===== src/rtl/ram_slot_sched.sv =====
// Per-slot SDRAM scheduler for the REU: power-up init sequence, DMA read/write slots and
// auto-refresh with bounded debt. All state advances on the falling edge of PHI2.
module ram_slot_sched #(
  parameter int unsigned REFI_CYC = 15,
  parameter int unsigned DEBT_MAX = 7,
  parameter int unsigned INIT_REF = 8
) (
  input  logic PHI2,
  input  logic Reset,
  input  logic RAMRD,
  input  logic RAMWR,
  output logic SlotRD,
  output logic SlotWR,
  output logic SlotREF,
  output logic SlotPC,
  output logic SlotMRS,
  output logic Ready,
  output logic Stall,
  output logic Overrun
);

  localparam int unsigned TimerW = $clog2(REFI_CYC);
  localparam int unsigned DebtW  = $clog2(DEBT_MAX + 1);
  localparam int unsigned InitW  = (INIT_REF > 1) ? $clog2(INIT_REF) : 1;

  typedef enum logic [1:0] {StInitPc, StInitRef, StInitMrs, StRun} state_e;

  state_e             state_q, state_d;
  logic [InitW-1:0]   init_cnt_q, init_cnt_d;
  logic [TimerW-1:0]  timer_q, timer_d;
  logic [DebtW-1:0]   debt_q, debt_d;
  logic               rd_d, wr_d, ref_d, pc_d, mrs_d, ready_d, stall_d, overrun_d;
  logic               wrap, issue_ref, req;

  assign req = RAMRD | RAMWR;

  always_comb begin
    state_d    = state_q;
    init_cnt_d = init_cnt_q;
    timer_d    = '0;
    debt_d     = debt_q;
    rd_d       = 1'b0;
    wr_d       = 1'b0;
    ref_d      = 1'b0;
    pc_d       = 1'b0;
    mrs_d      = 1'b0;
    ready_d    = 1'b0;
    stall_d    = 1'b0;
    overrun_d  = Overrun;
    wrap       = 1'b0;
    issue_ref  = 1'b0;

    unique case (state_q)
      StInitPc: begin
        pc_d       = 1'b1;
        init_cnt_d = '0;
        state_d    = StInitRef;
      end
      StInitRef: begin
        ref_d = 1'b1;
        if (init_cnt_q == InitW'(INIT_REF - 1)) begin
          state_d = StInitMrs;
        end else begin
          init_cnt_d = init_cnt_q + InitW'(1);
        end
      end
      StInitMrs: begin
        mrs_d   = 1'b1;
        state_d = StRun;
      end
      StRun: begin
        ready_d = 1'b1;
        wrap    = (timer_q == TimerW'(REFI_CYC - 1));
        timer_d = wrap ? '0 : timer_q + TimerW'(1);

        // Forced refresh outranks any request; a request in that slot is lost.
        if (debt_q == DebtW'(DEBT_MAX)) begin
          issue_ref = 1'b1;
          if (req) overrun_d = 1'b1;
        end else if (RAMRD) begin
          rd_d = 1'b1;
          if (RAMWR) overrun_d = 1'b1;
        end else if (RAMWR) begin
          wr_d = 1'b1;
        end else if (debt_q != '0) begin
          issue_ref = 1'b1;
        end
        ref_d = issue_ref;

        if (issue_ref && !wrap) begin
          debt_d = debt_q - DebtW'(1);
        end else if (wrap && !issue_ref && (debt_q != DebtW'(DEBT_MAX))) begin
          debt_d = debt_q + DebtW'(1);
        end
        stall_d = (debt_d >= DebtW'(DEBT_MAX - 1));
      end
      default: state_d = StInitPc;
    endcase

    if ((state_q != StRun) && req) overrun_d = 1'b1;
  end

  always_ff @(negedge PHI2) begin
    if (Reset) begin
      state_q    <= StInitPc;
      init_cnt_q <= '0;
      timer_q    <= '0;
      debt_q     <= '0;
      SlotRD     <= 1'b0;
      SlotWR     <= 1'b0;
      SlotREF    <= 1'b0;
      SlotPC     <= 1'b0;
      SlotMRS    <= 1'b0;
      Ready      <= 1'b0;
      Stall      <= 1'b0;
      Overrun    <= 1'b0;
    end else begin
      state_q    <= state_d;
      init_cnt_q <= init_cnt_d;
      timer_q    <= timer_d;
      debt_q     <= debt_d;
      SlotRD     <= rd_d;
      SlotWR     <= wr_d;
      SlotREF    <= ref_d;
      SlotPC     <= pc_d;
      SlotMRS    <= mrs_d;
      Ready      <= ready_d;
      Stall      <= stall_d;
      Overrun    <= overrun_d;
    end
  end

endmodule

===== config.mk =====
export PLATFORM = sky130hd
export DESIGN_NAME = ram_slot_sched
export DESIGN_NICKNAME = d
export VERILOG_FILES = /design/src/rtl/ram_slot_sched.sv
export SDC_FILE = /design/constraint.sdc
export NUM_CORES = 1
export LEC_CHECK = 0
export BUFFER_PORTS_ARGS = -buffer_cell sky130_fd_sc_hd__clkbuf_2
export CAP_MARGIN = 10
export CORE_MARGIN = 2
export CORE_UTILIZATION = 41
export CTS_CLUSTER_DIAMETER = 120
export DETAILED_ROUTE_END_ITERATION = 12
export GPL_ROUTABILITY_DRIVEN = 0
export GPL_TIMING_DRIVEN = 0
export HOLD_SLACK_MARGIN = 0.08
export PLACE_DENSITY_LB_ADDON = 0.08
export SETUP_SLACK_MARGIN = 0.5
export SYNTH_ARGS = -nofsm -noshare
export SYNTH_HDL_FRONTEND = slang
export SYNTH_SLANG_ARGS = --single-unit

===== constraint.sdc =====
create_clock -name PHI2 -period 3.5 [get_ports PHI2]
set_input_delay 0.35 -clock PHI2 [delete_from_list [all_inputs] [get_ports PHI2]]
set_output_delay 0.35 -clock PHI2 [all_outputs]
set_load 0.05 [all_outputs]

==> results.py <==
metrics = {
    "place": {
        "dp_slack_ns": 0.159,
        "hpwl_mm": 1.40,
        "numPortBuffers": 11,
        "placed_cells": 159,
    },
    "cells_and_area": {
        "antenna_cells": 0,
        "drive_above_1_share_pct": 15.1,
        "finalNonFillerCells": 182,
        "nNetsFinal": 170,
        "area_delta_synth_final_pct": 25.0,
    },
    "synthesis": {
        "synth_warnings": 0,
        "synthFlopType": "dfxtp_1",
        "syn_area_mm2": 0.00103,
        "ys_async_sr_fraction_pct": 0,
        "synth_edf_count": 0,
        "synth_cell_types": 33,
        "avgSynthCellArea_um2": 8.71,
        "synth_nets": 135,
        "synth-seq-cells": 20,
        "syn_inst": 118,
        "yosysSeqAreaShare_pct": 39.0,
    },
    "global_route": {
        "grt.total_usage_pct": 15.0,
        "grt_pass1_vias": 808,
        "grt-ovfl-total": 0,
        "antenna_found_initial": 0,
        "grt_max_degree": 12,
        "grt_pass1_wl_mm": 3.15,
    },
    "critical_path": {
        "cpPeakStageDelay_ns": 0.34,
        "slowest_stage": "dfxtp_2",
        "rr_worst_depth": 8,
        "critPathBufInv": 1,
        "startpoint_type": "flop",
        "crit_family": "flip-flops",
        "cp-end-kind": "output pin",
        "path_cells": "buf_8",
        "cp_max_fo": 2,
        "cp.depth": 1,
        "worstSetupPathType": "flop to output pin",
        "ff2ff_setup_slack_ns": 1.50,
        "arrival_ns": 2.61,
        "required_ns": 3.15,
    },
    "pwr": {
        "comb_power_share_pct": 37.5,
        "seq_power_share_pct": 37.7,
        "total_leakage_power_uw": 0.000629,
        "switching_power_uw": 337,
        "total_power_uw": 795,
        "power.internal_uw": 458,
        "peakVddDrop_mv": 0.343,
        "clkPwrFrac_pct": 24.9,
        "p_sw_share_pct": 42.4,
        "p_per_area_mw_per_mm2": 619,
    },
    "die": {
        "io-pin-count": 12,
        "die_x_um": 54.1,
        "core_area_mm2": 0.00243,
        "start_util_pct": 42.2,
        "fp.dieH_um": 54.1,
        "rows": 18,
        "die_area_mm2": 0.00292,
    },
    "cts": {
        "post_cts_buffers": 0,
        "cts_hold_buf": 0,
        "cts_sinks": 20,
        "clkTransAtPathRegs_ns": 0.05,
        "insertion_delay_ns": 0.37,
        "cts_buffers": 3,
        "clk_path_buf_depth": 2,
        "cts_tree": "yes",
        "htree_levels": 1,
        "cts_root_buf": "clkbuf_4",
    },
    "route": {
        "drt_wl_total_mm": 1.98,
        "vias": 912,
        "drt-pass1-iter-count": 4,
        "drt_iter0_markers": 14,
        "via_per_inst": 5.01,
        "drc": 0,
        "wire_per_inst_um": 10.9,
        "ant_nets": 0,
    },
    "run": {
        "maxCapViolations": 0,
    },
    "sta": {
        "finalSetupViolations": 0,
        "fin_tns_setup_ns": 0,
        "max_slew_margin_pct": 67.5,
        "tightest_slew_ns": 0.487,
        "hold_violations": 0,
        "rsz0062_at_grt": "yes",
        "drv_slew": 0,
        "finalClockSkew_ns": 0.0163,
        "worst_slack_ns": 0.540,
    },
    "worst_hold_path": {
        "hold_depth": 1,
        "hp-class": "flop to flop",
    },
    "run_status": {
        "status": "completed",
    },
}
power by group through the flow:
stage	combinational (uW)	clock, uW	sequential, uW
final	298	198	300
after global routing	337	245	305
after CTS	295	215	297
after detailed placement	278	36.7	299
after floorplan	179	36.7	337
after global placement	275	36.7	296
through the flow:
| stage | instance area (um2) | hold WS (ns) | util (%) |
|---|---|---|---|
| detailed placement | 1120 | 0.455 | 46.2 |
| global placement | 1120 | 0.446 | 46.2 |
| floorplan | 1030 | 0.430 | - |
| global route | 1280 | 0.508 | 52.8 |
| CTS | 1270 | 0.465 | 52.2 |
| finish | 1280 | 0.457 | 52.8 |
placed cells by master (no fill, tap or decap), types with 3 or more instances in the layout:
cell type / n
clkbuf_4: 3
and3_1: 3
buf_6: 3
clkbuf_2: 3
a31oi_1: 4
buf_8: 3
dfxtp_1: 17
dfxtp_2: 3
ha_1: 13
nand2_1: 6
nor2_1: 15
nor3_1: 4
inv_1: 31
nand3_1: 3
clkbuf_1: 3
nor2b_1: 3
a21oi_1: 6
cells in the mapped netlist (3+ instances only):
library cell / number / area, um2
dfxtp_1: 20 / 400
nor2_1: 15 / 56.3
ha_1: 13 / 163
inv_1: 12 / 45.0
a21oi_1: 6 / 30.0
nand2_1: 6 / 22.5
nor3_1: 5 / 25.0
a31oi_1: 4 / 25.0
and3_1: 3 / 18.8
clkbuf_1: 3 / 11.3
nand3_1: 3 / 15.0
nor2b_1: 3 / 18.8
routing by layer:
metal  GRT usage, %  part of all wire (%)  wire [um]  up-vias
li1               -                     -          -      480
met1           15.7                    44        882      407
met2           23.6                    49        978       23
met3           6.94                   5.3        106        2
met4           10.8                  0.86         17        0
met5              0                     0          0        -
kinds of logic (layout without fill, tap and decap cells):
kind of cell	count (synthesis)	count (layout)	share of synthesized area (%)
DFF	20	20	39.0
and+or+nand+nor	40	40	18.5
AOI/OAI and AO/OA	25	25	16.9
adders and majority gates	13	13	15.8
muxes	1	1	0.974
buffers and inverters	17	51	7.06
xor gates and xnor gates	2	2	1.71
timing repair:
action | CTS | global route
setup endpoints to repair | 8 | 8
resized for setup | 13 | 11
pin swaps | 0 | 1
worst paths after layout:
check | startpoint | end
setup / recovery | Overrun$_SDFFE_NP0P_ | Overrun
hold / removal | timer_q[0]$_SDFF_NP0_ | timer_q[0]$_SDFF_NP0_
setup reg to reg | debt_q[1]$_SDFFE_NP0P_ | debt_q[2]$_SDFFE_NP0P_
hold reg to reg | timer_q[0]$_SDFF_NP0_ | timer_q[0]$_SDFF_NP0_
registers in the layout (all words and copies together) (netlist names), 2 cells and up:
| name | count |
|---|---|
| timer_q | 4 |
| debt_q | 3 |
| init_cnt_q | 3 |
| state_q | 2 |
cell type report:
cell class | count | area, um2
fillers | 246 | 1150
multi-input cells | 81 | 559
flip-flops and latches | 20 | 404
repair buffers | 11 | 111
clock inverters | 21 | 80.1
inverters | 11 | 41.3
well taps | 30 | 37.5
plain buffers | 5 | 27.5
clock buffers | 3 | 22.5
No activity file was read; power rests on OpenSTA's default activity.
